$ cat src/rtl/sumador_serie_if.sv
// sumador_serie_if: operand/result bundle for the serial adder/subtractor.
//   start       request, sampled only while busy=0
//   A, B        WIDTH-bit operands
//   Ci          carry-in (add) / borrow-in (subtract)
//   Op          0 = add, 1 = subtract
//   busy        operation in progress
//   done        one-cycle pulse when S/C/V have just been loaded
//   S, C, V     result, carry-out of the MSB, two's-complement overflow
// master drives the request side; slave is the adder.
interface sumador_serie_if #(
  parameter int unsigned WIDTH = 8
);
  logic             start;
  logic [WIDTH-1:0] A;
  logic [WIDTH-1:0] B;
  logic             Ci;
  logic             Op;
  logic             busy;
  logic             done;
  logic [WIDTH-1:0] S;
  logic             C;
  logic             V;

  modport master (
    output start, A, B, Ci, Op,
    input  busy, done, S, C, V
  );

  modport slave (
    input  start, A, B, Ci, Op,
    output busy, done, S, C, V
  );
endinterface

$ cat src/rtl/sumador_serie.sv
// sumador_serie: multi-cycle adder/subtractor processing DIGIT bits per clock.
//   clk    rising-edge clock
//   rst_n  asynchronous active-low reset
//   bus    sumador_serie_if slave: start/A/B/Ci/Op in, busy/done/S/C/V out
// An accepted start captures the operands; WIDTH/DIGIT cycles later S/C/V are
// loaded together and done pulses for one cycle.
module sumador_serie #(
  parameter int unsigned WIDTH = 8,
  parameter int unsigned DIGIT = 1
) (
  input logic            clk,
  input logic            rst_n,
  sumador_serie_if.slave bus
);

  localparam int unsigned N     = WIDTH / DIGIT;
  localparam int unsigned CNT_W = (N > 1) ? $clog2(N) : 1;

  localparam logic [0:0] IDLE = 1'b0;
  localparam logic [0:0] RUN  = 1'b1;

  generate
    if (WIDTH < 2 || DIGIT < 1 || DIGIT > WIDTH || (WIDTH % DIGIT) != 0) begin : g_bad_param
      $error("sumador_serie: need WIDTH >= 2, 1 <= DIGIT <= WIDTH, WIDTH %% DIGIT == 0");
    end
  endgenerate

  logic [0:0]       state_q;
  logic [CNT_W-1:0] cnt_q;
  // a_q doubles as the accumulator: operand bits shift out at the bottom while
  // finished sum slices shift in at the top, so after N slices it holds S.
  logic [WIDTH-1:0] a_q;
  logic [WIDTH-1:0] b_q;      // already inverted for subtract
  logic             carry_q;
  logic             done_q;
  logic [WIDTH-1:0] s_q;
  logic             c_q;
  logic             v_q;

  logic [DIGIT:0]   slice_sum;
  logic             carry_msb;
  logic [WIDTH-1:0] a_shift;

  always_comb begin
    slice_sum = {1'b0, a_q[DIGIT-1:0]} + {1'b0, b_q[DIGIT-1:0]} +
                {{DIGIT{1'b0}}, carry_q};
    // Carry into the slice MSB recovered from its sum bit; on the last slice
    // this is the carry into bit WIDTH-1.
    carry_msb = slice_sum[DIGIT-1] ^ a_q[DIGIT-1] ^ b_q[DIGIT-1];
    a_shift   = (a_q >> DIGIT) | (WIDTH'(slice_sum[DIGIT-1:0]) << (WIDTH - DIGIT));
  end

  always_ff @(posedge clk or negedge rst_n) begin
    if (!rst_n) begin
      state_q <= IDLE;
      cnt_q   <= '0;
      a_q     <= '0;
      b_q     <= '0;
      carry_q <= 1'b0;
      done_q  <= 1'b0;
      s_q     <= '0;
      c_q     <= 1'b0;
      v_q     <= 1'b0;
    end else begin
      done_q <= 1'b0;
      case (state_q)
        IDLE: begin
          if (bus.start) begin
            a_q     <= bus.A;
            b_q     <= bus.Op ? ~bus.B : bus.B;
            carry_q <= bus.Op ^ bus.Ci;
            cnt_q   <= '0;
            state_q <= RUN;
          end
        end
        RUN: begin
          a_q     <= a_shift;
          b_q     <= b_q >> DIGIT;
          carry_q <= slice_sum[DIGIT];
          cnt_q   <= cnt_q + CNT_W'(1);
          if (cnt_q == CNT_W'(N - 1)) begin
            state_q <= IDLE;
            done_q  <= 1'b1;
            s_q     <= a_shift;
            c_q     <= slice_sum[DIGIT];
            v_q     <= carry_msb ^ slice_sum[DIGIT];
          end
        end
        default: state_q <= IDLE;
      endcase
    end
  end

  assign bus.busy = (state_q == RUN);
  assign bus.done = done_q;
  assign bus.S    = s_q;
  assign bus.C    = c_q;
  assign bus.V    = v_q;

endmodule

$ cat src/flat_wrapper.sv
// flat-port wrapper written by rule: the top's interface ports become plain ports
module sumador_serie_flat 
#(
  parameter int unsigned WIDTH = 8,
  parameter int unsigned DIGIT = 1
)
  (clk, rst_n, bus_start, bus_A, bus_B, bus_Ci, bus_Op, bus_busy, bus_done, bus_S, bus_C, bus_V);
  sumador_serie_if #(.WIDTH(WIDTH)) bus_i ();
  input logic clk;
  input logic rst_n;
  input wire logic [$bits(bus_i.start)-1:0] bus_start;
  input wire logic [$bits(bus_i.A)-1:0] bus_A;
  input wire logic [$bits(bus_i.B)-1:0] bus_B;
  input wire logic [$bits(bus_i.Ci)-1:0] bus_Ci;
  input wire logic [$bits(bus_i.Op)-1:0] bus_Op;
  output wire logic [$bits(bus_i.busy)-1:0] bus_busy;
  output wire logic [$bits(bus_i.done)-1:0] bus_done;
  output wire logic [$bits(bus_i.S)-1:0] bus_S;
  output wire logic [$bits(bus_i.C)-1:0] bus_C;
  output wire logic [$bits(bus_i.V)-1:0] bus_V;
  assign bus_i.start = bus_start;
  assign bus_i.A = bus_A;
  assign bus_i.B = bus_B;
  assign bus_i.Ci = bus_Ci;
  assign bus_i.Op = bus_Op;
  assign bus_busy = bus_i.busy;
  assign bus_done = bus_i.done;
  assign bus_S = bus_i.S;
  assign bus_C = bus_i.C;
  assign bus_V = bus_i.V;
  sumador_serie #(.WIDTH(WIDTH), .DIGIT(DIGIT)) u_core (.clk(clk), .rst_n(rst_n), .bus(bus_i));
endmodule
$ cat config.mk
export PLATFORM = sky130hd
export DESIGN_NAME = sumador_serie_flat
export DESIGN_NICKNAME = d
export VERILOG_FILES = /design/src/rtl/sumador_serie_if.sv /design/src/rtl/sumador_serie.sv /design/src/flat_wrapper.sv
export SDC_FILE = /design/constraint.sdc
export NUM_CORES = 1
export LEC_CHECK = 0
export CAP_MARGIN = 25
export CORE_ASPECT_RATIO = 1.1
export CORE_MARGIN = 2
export CORE_UTILIZATION = 35
export CTS_CLUSTER_SIZE = 14
export DETAILED_ROUTE_END_ITERATION = 8
export PLACE_DENSITY_LB_ADDON = 0.1
export SLEW_MARGIN = 30
export SYNTH_ARGS = -nofsm -noshare
export SYNTH_HDL_FRONTEND = slang
export SYNTH_SLANG_ARGS = --single-unit
$ cat constraint.sdc
create_clock -name clk -period 1.9 [get_ports clk]
set_input_delay 0.38 -clock clk [delete_from_list [all_inputs] [get_ports clk]]
set_output_delay 0.38 -clock clk [all_outputs]
set_load 0.01 [all_outputs]
==> results of run 1 <==
## cells by family (layout without fill, tap and decap cells)
group / count (synthesis) / after routing / share of synthesized area, %
flip-flops: 32 / 32 / 52.8
multiplexers: 27 / 27 / 20.3
AND/OR/NAND/NOR: 21 / 21 / 5.36
AO/OA/AOI/OAI: 20 / 20 / 7.26
XOR/XNOR: 12 / 12 / 6.93
buffers and inverters: 10 / 47 / 4.37
adder cells (fa/ha/maj): 3 / 3 / 2.97
## routing by layer
layer	routed length [µm]	part of all wire, %	global-route usage, %
met1	1290	46	16.1
met2	1320	47	20.2
met3	172	6.1	5.25
met4	51	1.8	6.12
met5	0	0	0
## state kept, by name (all words and copies together), names as in the netlist
name and cells:
u_core.bus.done 1, u_core.bus.busy 1, u_core.b_q 8, u_core.bus.S 8
u_core.a_q 8, u_core.bus.V 1, u_core.cnt_q 3, u_core.bus.C 1
u_core.carry_q 1
## power by group through the flow
| stage | Sequential (µW) | Combinational (µW) | Clock (µW) |
|---|---|---|---|
| after CTS | 1200 | 1250 | 562 |
| final | 1190 | 1220 | 546 |
| after detailed placement | 1200 | 1250 | 0 |
| after global routing | 1230 | 1370 | 600 |
| after floorplan | 1210 | 776 | 0 |
| after global placement | 1190 | 1220 | 0 |
## final timing paths
| path | startpoint | endpoint | slack (ns) | cells past startpoint |
|---|---|---|---|---|
| setup / recovery | u_core.bus.busy | bus_busy | 0.27 | 1 |
| hold / removal | rst_n | u_core.bus.S[6] | 0.49 | 2 |
| setup reg to reg | u_core.cnt_q[0] | u_core.bus.S[7] | 0.30 | 4 |
| hold reg to reg | u_core.bus.V | u_core.bus.V | 0.49 | 2 |
| max in group asynchronous | rst_n | u_core.a_q[3] | 1.11 | 2 |
| min in group clk | u_core.bus.V | u_core.bus.V | 0.49 | 2 |
## synthesized netlist by cell type
master and number:
a211oi_1 1, a22o_1 2, buf_2 2, buf_4 3, buf_6 2, clkbuf_1 1, dfrtp_1 32, fa_1 1
ha_1 2, inv_1 2, mux2_2 2, mux2_4 7, mux2i_1 18, nand2_1 18, nand2_2 1, nor2_1 2
o21ai_0 17, xnor2_1 4, xor2_1 8
## cell type report
type / instances / area share (%)
clock buffers: 6 / 4.15
clock inverters: 2 / 0.503
inverters: 2 / 0.378
multi-input cells: 83 / 32.7
flip-flops and latches: 32 / 40.3
well taps: 54 / 3.40
repair buffers: 37 / 18.6
## through the flow
stage | area, µm² | cells | utilization, % | worst slack (ns) | power (µW)
floorplan | 1520 | 125 | - | 0.484 | 1990
global placement | 1900 | 208 | 44.9 | 0.228 | 2410
detailed placement | 1900 | 208 | 44.9 | 0.164 | 2450
CTS | 1990 | 216 | 47.1 | 0.248 | 3010
global route | 1990 | 216 | 47.1 | 0.211 | 3210
finish | 1990 | 216 | 47.1 | 0.272 | 2960
## worst register-to-register path: stages, from the launching register on
cell and delay [ns]:
dfrtp_1 0.40, ha_1 0.21, ha_1 0.20, nand2_2 0.30
mux2_2 0.38
==> implementation parameters, run 1 <==
Parameter                              Value

Setup path
  Biggest fanout along the worst timing path ... 4
  Category of the worst setup path capture point ... output pin
  Cell with the largest stage delay on the worst path ... clkdlybuf4s50_1
  Slowest stage delay, CP ... 0.56 ns
  Worst setup SP type ... register
  WP data arrival ... 1.25 ns
  Family of cells with the greatest summed delay on the critical path ... buffers and inverters
  Crit path required time ... 1.52 ns
  Total buffers and inverters traversed by the critical path ... 1
  Critical path class ... register to output pin
  Worst-path cell chain ... clkdlybuf4s50_1

Logic synthesis
  Number of nets in the synthesized netlist ... 149
  Top cell type by total area after synthesis ... dfrtp_1
  Number of unique standard cell types used by synthesis ... 19
  Synthesized area per cell ... 12.1 µm²
  Number of instances in the synthesized netlist ... 125
  Register area share after synthesis ... 52.8%
  Number of warnings issued by yosys ... 0
  Netlist area before placement ... 1520 µm²
  Flip-flop and latch count after synthesis ... 32
  Cell types with the largest area share after synthesis ... dfrtp_1, mux2i_1, mux2_4, o21ai_0, xor2_1
  Share of the synthesized area in the top cell type ... 52.8%

STA
  Slew margin rel. ... 67.4%
  Post-route clock skew ... 0.00543 ns
  Period Utilization, post-route ... 85.7%
  Worst Hold Margin ... 0.489 ns
  Setup total negative slack ... 0 ns
  Setup violations, final ... 0
  Final Max Tran Viols ... 0
  Minimum period implied by the final worst setup slack ... 1.63 ns
  Pin slew with the least headroom to its limit ... 0.487 ns
  Timing-limited maximum frequency ... 614 MHz
  Final-report hold violation count ... 0
  RSZ-0062 raised after global routing ... no

Layout
  Layout cell share with drive strength beyond 1 ... 14.2%
  ANT cells ... 0
  Layout area overhead ... 31.1%
  Nets@finish ... 185
  Number of inserted filler cells in the final layout ... 418
  Area used by multi-input combinational logic ... 649 µm²
  Leading cell types in the layout, fill and taps excluded ... clkdlybuf4s50_1, dfrtp_1, mux2i_1, nand2_1, o21ai_0
  Combined flip-flop and latch cell area ... 801 µm²

Route
  Number of nets still failing antenna checks after routing ... 0
  Final WL ... 2830 µm
  Per-cell routed wire length ... 13.1 µm
  Via total after detailed routing ... 984
  Via density per instance ... 4.56
  Starting DRT DRC Count ... 60
  First-pass iteration count of the detailed router ... 4
  DRC errors left ... 0

Floorplanning
  Die height ... 73.0 µm
  Total core area ... 4220 µm²
  Area of the die ... 4880 µm²
  Starting density of the core ... 35.9%
  Cell Rows ... 25
  Die Width ... 66.8 µm
  IO Pins ... 33

Clocking
  Level count of the clock H-tree ... 2
  Post-CTS Hold Fix Bufs ... 0
  Clock tree from TritonCTS ... done
  CTS resizes ... 0
  Cell at the root of the clock tree ... clkbuf_8
  TritonCTS Sinks ... 32
  CTS buffer count ... 5
  Latest clock arrival within the worst-skew pair ... 0.28 ns
  Deepest clock path buffer count ... 2
  Register clock-pin slew on the reported worst setup and hold paths ... 0.07 ns
  Buffer count from post-CTS setup fixing ... 0

Power
  Internal ... 1990 µW
  Switching share of total power ... 32.6%
  Combinational power share ... 41.3%
  Power density relative to cell area ... 1490 nW/µm²
  Sequential power share ... 40.2%
  Switching power of the nets ... 964 µW
  Clock share of power ... 18.5%
  Worst IR drop on VDD ... 0.536 mV
  Lkg Pwr ... 0.000947 µW

Global routing
  Total routing usage reported by global routing ... 13.1%
  Number of antenna violations at the first check in global routing ... 0
  Maximum number of pins on one net before global-route repair ... 33
  Remaining global-route overflow ... 0
  First-pass GRT wire length ... 4650 µm
  Via count of the first global-routing pass ... 963

Placement
  Total half-perimeter wirelength after legalization and detailed placement ... 1960 µm
  Count of buffers from port buffering ... 32
  Final weighted congestion in routability-driven placement ... 0.695

Run
  Maximum capacitance violations ... 0

Run status
  Run status ... finished, final reports clean

Min path
  Hold/Removal Path Class ... input pin to async pin
Power figures use the tool's default switching activity.
==> inputs of run 2 (changes only) <==
- CORE_UTILIZATION: 35 -> 48
==> implementation parameters, run 2 (synthesized netlist as in run 1, its figures left out) <==
Parameter                              Value

Setup path
  Slowest stage delay, CP ... 0.55 ns (was 0.56 ns)
  Depth of the most critical reg-to-reg path ... 4 (unchanged)
  Worst setup path startpoint ... u_core.bus.busy (unchanged)
  Reg-to-reg endpoint ... u_core.bus.S[7] (unchanged)
  WP depth ... 1 (unchanged)
  Biggest fanout along the worst timing path ... 3 (was 4)
  Critical path class ... register to output pin (unchanged)
  Crit path required time ... 1.52 ns (about the same)
  Category of the worst setup path capture point ... output pin (unchanged)
  Cell with the largest stage delay on the worst path ... clkdlybuf4s50_1 (unchanged)
  Worst setup SP type ... register (unchanged)
  Worst-path cell chain ... clkdlybuf4s50_1 (unchanged)
  CP endpoint ... bus_busy (unchanged)
  Total buffers and inverters traversed by the critical path ... 1 (unchanged)
  Critical R2R Launch ... u_core.cnt_q[0] (unchanged)
  WP data arrival ... 1.26 ns (was 1.25 ns)
  Setup slack, reg-to-reg ... 0.32 ns (was 0.30 ns)
  Family of cells with the greatest summed delay on the critical path ... buffers and inverters (unchanged)

STA
  RSZ-0062 raised after global routing ... no (unchanged)
  Pin slew with the least headroom to its limit ... 0.483 ns (was 0.487 ns)
  Minimum period implied by the final worst setup slack ... 1.64 ns (was 1.63 ns)
  Setup violations, final ... 0 (unchanged)
  Setup total negative slack ... 0 ns (unchanged)
  Post-route clock skew ... 0.00502 ns (was 0.00543 ns)
  Timing-limited maximum frequency ... 610 MHz (was 614 MHz)
  Final-report hold violation count ... 0 (unchanged)
  Period Utilization, post-route ... 86.2% (was 85.7%)
  Final Max Tran Viols ... 0 (unchanged)
  Slew margin rel. ... 67.7% (was 67.4%)

Placement
  Count of buffers from port buffering ... 32 (unchanged)
  Total half-perimeter wirelength after legalization and detailed placement ... 1810 µm (was 1960 µm)
  Final weighted congestion in routability-driven placement ... 0.696 (was 0.695)
  # placed instances ... 186 (was 208)

Power
  Clock share of power ... 19.5% (was 18.5%)
  Switching power of the nets ... 937 µW (was 964 µW)
  Worst IR drop on VDD ... 0.952 mV (was 0.536 mV)
  Switching share of total power ... 31.7% (was 32.6%)
  Lkg Pwr ... 0.000939 µW (was 0.000947 µW)
  Sequential power share ... 40.0% (was 40.2%)
  Combinational power share ... 40.4% (was 41.3%)
  Internal ... 2020 µW (was 1990 µW)
  Power density relative to cell area ... 1520 nW/µm² (was 1490 nW/µm²)
  Total Power ... 2960 µW (about the same)

Layout
  Fin util ... 64.6% (was 47.1%)
  Leading cell types in the layout, fill and taps excluded ... clkdlybuf4s50_1, dfrtp_1, mux2i_1, nand2_1, o21ai_0 (unchanged)
  Nets@finish ... 183 (was 185)
  ANT cells ... 0 (unchanged)
  Layout cell share with drive strength beyond 1 ... 13.1% (was 14.2%)
  Non-filler cells in the finished layout ... 194 (was 216)
  Layout area overhead ... 28.6% (was 31.1%)

Global routing
  Maximum number of pins on one net before global-route repair ... 39 (was 33)
  First-pass GRT wire length ... 4720 µm (was 4650 µm)
  Remaining global-route overflow ... 0 (unchanged)
  Total routing usage reported by global routing ... 17.1% (was 13.1%)
  Via count of the first global-routing pass ... 1050 (was 963)
  Number of antenna violations at the first check in global routing ... 0 (unchanged)

Route
  DRC errors left ... 0 (unchanged)
  Final WL ... 2680 µm (was 2830 µm)
  Per-cell routed wire length ... 13.8 µm (was 13.1 µm)
  Starting DRT DRC Count ... 22 (was 60)
  Via density per instance ... 5.15 (was 4.56)
  First-pass iteration count of the detailed router ... 4 (unchanged)
  Via total after detailed routing ... 1000 (was 984)
  Number of nets still failing antenna checks after routing ... 0 (unchanged)

Clocking
  Cell at the root of the clock tree ... clkbuf_4 (was clkbuf_8)
  Level count of the clock H-tree ... 2 (unchanged)
  Post-CTS Hold Fix Bufs ... 0 (unchanged)
  Deepest clock path buffer count ... 2 (unchanged)
  TritonCTS Sinks ... 32 (unchanged)
  Register clock-pin slew on the reported worst setup and hold paths ... 0.10 ns (was 0.07 ns)
  CTS resizes ... 0 (unchanged)
  CTS buffer count ... 5 (unchanged)
  Buffer count from post-CTS setup fixing ... 0 (unchanged)
  Clock tree from TritonCTS ... done (unchanged)
  Latest clock arrival within the worst-skew pair ... 0.33 ns (was 0.28 ns)

Floorplanning
  Total core area ... 3020 µm² (was 4220 µm²)
  Cell Rows ... 21 (was 25)
  Die height ... 63.0 µm (was 73.0 µm)
  Starting density of the core ... 50.2% (was 35.9%)
  Area of the die ... 3630 µm² (was 4880 µm²)
  Die Width ... 57.6 µm (was 66.8 µm)
  IO Pins ... 33 (unchanged)

Run
  Maximum capacitance violations ... 0 (unchanged)

Min path
  Hold/Removal Path Class ... input pin to async pin (unchanged)

Run status
  Run status ... finished, final reports clean (unchanged)
[run 2: worst min-delay path by stage]
stage / startpoint / to / depth (start not counted)
after floorplan: rst_n / u_core.a_q[0] / 0
after global placement: u_core.b_q[2] / u_core.b_q[1] / 2
after detailed placement: u_core.b_q[1] / u_core.b_q[0] / 2
after CTS: rst_n / u_core.bus.S[1] / 2
after global routing: rst_n / u_core.bus.S[2] / 2
final: rst_n / u_core.bus.done / 2
[run 2: final cells by class]
class / count / area (µm²)
sequential: 32 / 801
multi-input combinational: 83 / 649
tap: 34 / 42.5
inverter: 2 / 7.51
clock buffer: 7 / 65.1
fill: 254 / 1070
clock inverter: 1 / 30.0
timing repair buffer: 35 / 355
[run 2: through the flow]
step	cell area (µm²)	hold WS [ns]	worst slack (ns)
floorplan	1520	0.0844	0.484
global placement	1860	0.470	0.252
detailed placement	1860	0.475	0.200
CTS	1950	0.439	0.240
global route	1950	0.450	0.194
finish	1950	0.428	0.262
[run 2: routing by layer]
layer	up-vias	share of wire [%]	global-route usage, %
met3	5	6.3	5.80
met5	-	0	0
met4	0	1.5	6.10
met2	25	50	28.1
met1	484	42	20.6
li1	486	-	-
[run 2: power by group through the flow]
| stage | sequential (µW) | clock (µW) | combinational [µW] |
|---|---|---|---|
| after CTS | 1190 | 592 | 1220 |
| after global routing | 1230 | 632 | 1340 |
| after floorplan | 1210 | 0 | 776 |
| after detailed placement | 1210 | 0 | 1210 |
| final | 1180 | 578 | 1200 |
| after global placement | 1180 | 0 | 1180 |
==> inputs of run 3 (changes only) <==
- RECOVER_POWER: default -> 50
==> implementation parameters, run 3 (synthesized netlist as in run 1, its figures left out) <==
Parameter                              Value

Run status
  Run status ... finished, final reports clean (unchanged)

Layout
  Number of inserted filler cells in the final layout ... 256 (was 254)
  Fin util ... 64.4% (was 64.6%)
  Layout cell share with drive strength beyond 1 ... 13.1% (unchanged)
  Nets@finish ... 183 (unchanged)
  Layout area overhead ... 28.3% (was 28.6%)
  Most frequent standard cell in the layout excluding fill and tap cells ... dfrtp_1
  ANT cells ... 0 (unchanged)
  Leading cell types in the layout, fill and taps excluded ... dfrtp_1, clkdlybuf4s50_1, mux2i_1, nand2_1, o21ai_0 (was clkdlybuf4s50_1, dfrtp_1, mux2i_1, nand2_1, o21ai_0)

Route
  First-pass iteration count of the detailed router ... 4 (unchanged)
  Final WL ... 2670 µm (was 2680 µm)
  Via total after detailed routing ... 1003 (was 1000)
  DRC errors left ... 0 (unchanged)
  Per-cell routed wire length ... 13.8 µm (about the same)
  Via density per instance ... 5.17 (was 5.15)
  Starting DRT DRC Count ... 21 (was 22)
  Number of nets still failing antenna checks after routing ... 0 (unchanged)

Global routing
  Total routing usage reported by global routing ... 17.1% (unchanged)
  Remaining global-route overflow ... 0 (unchanged)
  Number of antenna violations at the first check in global routing ... 0 (unchanged)
  First-pass GRT wire length ... 4720 µm (unchanged)
  Via count of the first global-routing pass ... 1050 (unchanged)
  Maximum number of pins on one net before global-route repair ... 39 (unchanged)

Clocking
  Cell at the root of the clock tree ... clkbuf_4 (unchanged)
  Level count of the clock H-tree ... 2 (unchanged)
  Clock tree from TritonCTS ... done (unchanged)
  Latest clock arrival within the worst-skew pair ... 0.33 ns (about the same)
  Post-CTS Hold Fix Bufs ... 0 (unchanged)
  Register clock-pin slew on the reported worst setup and hold paths ... 0.09 ns (was 0.10 ns)
  CTS resizes ... 0 (unchanged)
  CTS buffer count ... 5 (unchanged)
  Deepest clock path buffer count ... 2 (unchanged)
  TritonCTS Sinks ... 32 (unchanged)
  Buffer count from post-CTS setup fixing ... 0 (unchanged)

STA
  Setup violations, final ... 0 (unchanged)
  Timing-limited maximum frequency ... 611 MHz (was 610 MHz)
  RSZ-0062 raised after global routing ... no (unchanged)
  Post-route clock skew ... 0.00497 ns (was 0.00502 ns)
  Slew margin rel. ... 48.3% (was 67.7%)
  Final critical-path setup slack ... 0.263 ns (was 0.262 ns)
  Minimum period implied by the final worst setup slack ... 1.64 ns (about the same)
  Setup total negative slack ... 0 ns (unchanged)
  Pin slew with the least headroom to its limit ... 0.775 ns (was 0.483 ns)
  Worst Hold Margin ... 0.498 ns (was 0.428 ns)
  Final-report hold violation count ... 0 (unchanged)
  Final Max Tran Viols ... 0 (unchanged)
  Period Utilization, post-route ... 86.2% (about the same)

Placement
  Pre-CTS worst setup slack ... 0.200 ns (unchanged)
  Count of buffers from port buffering ... 32 (unchanged)
  Total half-perimeter wirelength after legalization and detailed placement ... 1810 µm (unchanged)
  Final weighted congestion in routability-driven placement ... 0.696 (unchanged)

Setup path
  Family of cells with the greatest summed delay on the critical path ... buffers and inverters (unchanged)
  Setup slack, reg-to-reg ... 0.31 ns (was 0.32 ns)
  Reg-to-reg endpoint ... u_core.bus.S[7] (unchanged)
  Category of the worst setup path capture point ... output pin (unchanged)
  Cell with the largest stage delay on the worst path ... clkdlybuf4s50_1 (unchanged)
  CP endpoint ... bus_busy (unchanged)
  Biggest fanout along the worst timing path ... 3 (unchanged)
  Depth of the most critical reg-to-reg path ... 4 (unchanged)
  Slowest stage delay, CP ... 0.55 ns (about the same)
  WP depth ... 1 (unchanged)
  Worst setup path startpoint ... u_core.bus.busy (unchanged)
  Crit path required time ... 1.52 ns (about the same)
  Critical path class ... register to output pin (unchanged)
  Total buffers and inverters traversed by the critical path ... 1 (unchanged)
  WP data arrival ... 1.26 ns (about the same)
  Critical R2R Launch ... u_core.cnt_q[0] (unchanged)
  Worst-path cell chain ... clkdlybuf4s50_1 (unchanged)
  Worst setup SP type ... register (unchanged)

Power
  Power density relative to cell area ... 1520 nW/µm² (about the same)
  Worst IR drop on VDD ... 0.967 mV (was 0.952 mV)
  Lkg Pwr ... 0.000938 µW (was 0.000939 µW)

Run
  Maximum capacitance violations ... 0 (unchanged)

Floorplanning
  Starting density of the core ... 50.2% (unchanged)
  Die Width ... 57.6 µm (unchanged)
  Die height ... 63.0 µm (unchanged)
  Total core area ... 3020 µm² (unchanged)
  Cell Rows ... 21 (unchanged)
  IO Pins ... 33 (unchanged)
  Area of the die ... 3630 µm² (unchanged)

Min path
  Hold/Removal Path Class ... register to register (was input pin to async pin)
run 3: metal layers:
layer	vias up	wire (µm)	track usage [%]	part of all wire (%)
met5	-	0	0	0
met4	0	40	6.10	1.5
met3	5	194	5.80	7.3
met2	29	1340	28.1	50
met1	483	1100	20.6	41
li1	486	-	-	-
run 3: cell type report:
cell class	instances	area, µm²	share of cell area (%)
tap	34	42.5	2.19
sequential	32	801	41.2
timing repair buffer	35	350	18.0
clock buffer	7	65.1	3.34
inverter	2	7.51	0.386
clock inverter	1	30.0	1.54
multi-input combinational	83	649	33.4
run 3: power breakdown:
| part | internal [µW] | total, µW | switching (µW) | leakage (µW) |
|---|---|---|---|---|
| logic | 679 | 1190 | 510 | 0.000484 |
| clock network | 349 | 578 | 229 | 0.0000515 |
| registers | 988 | 1190 | 197 | 0.000403 |
run 3: worst min-delay path by stage:
stage | from | end | slack (ns) | cells after the start
3_3_place_gp | u_core.b_q[2] | u_core.b_q[1] | 0.47 | 2
3_5_place_dp | u_core.b_q[1] | u_core.b_q[0] | 0.48 | 2
5_1_grt | u_core.b_q[2] | u_core.b_q[1] | 0.52 | 2
4_1_cts | rst_n | u_core.bus.S[1] | 0.44 | 2
2_1_floorplan | rst_n | u_core.a_q[0] | 0.08 | 0
6_report | u_core.b_q[1] | u_core.b_q[0] | 0.50 | 2
run 3: stage by stage:
stage / cells / area [µm²] / power [µW]
after floorplan: 125 / 1520 / 1990
after global placement: 186 / 1860 / 2360
after detailed placement: 186 / 1860 / 2420
after CTS: 194 / 1950 / 3000
after global routing: 194 / 1950 / 3190
final: 194 / 1950 / 2950
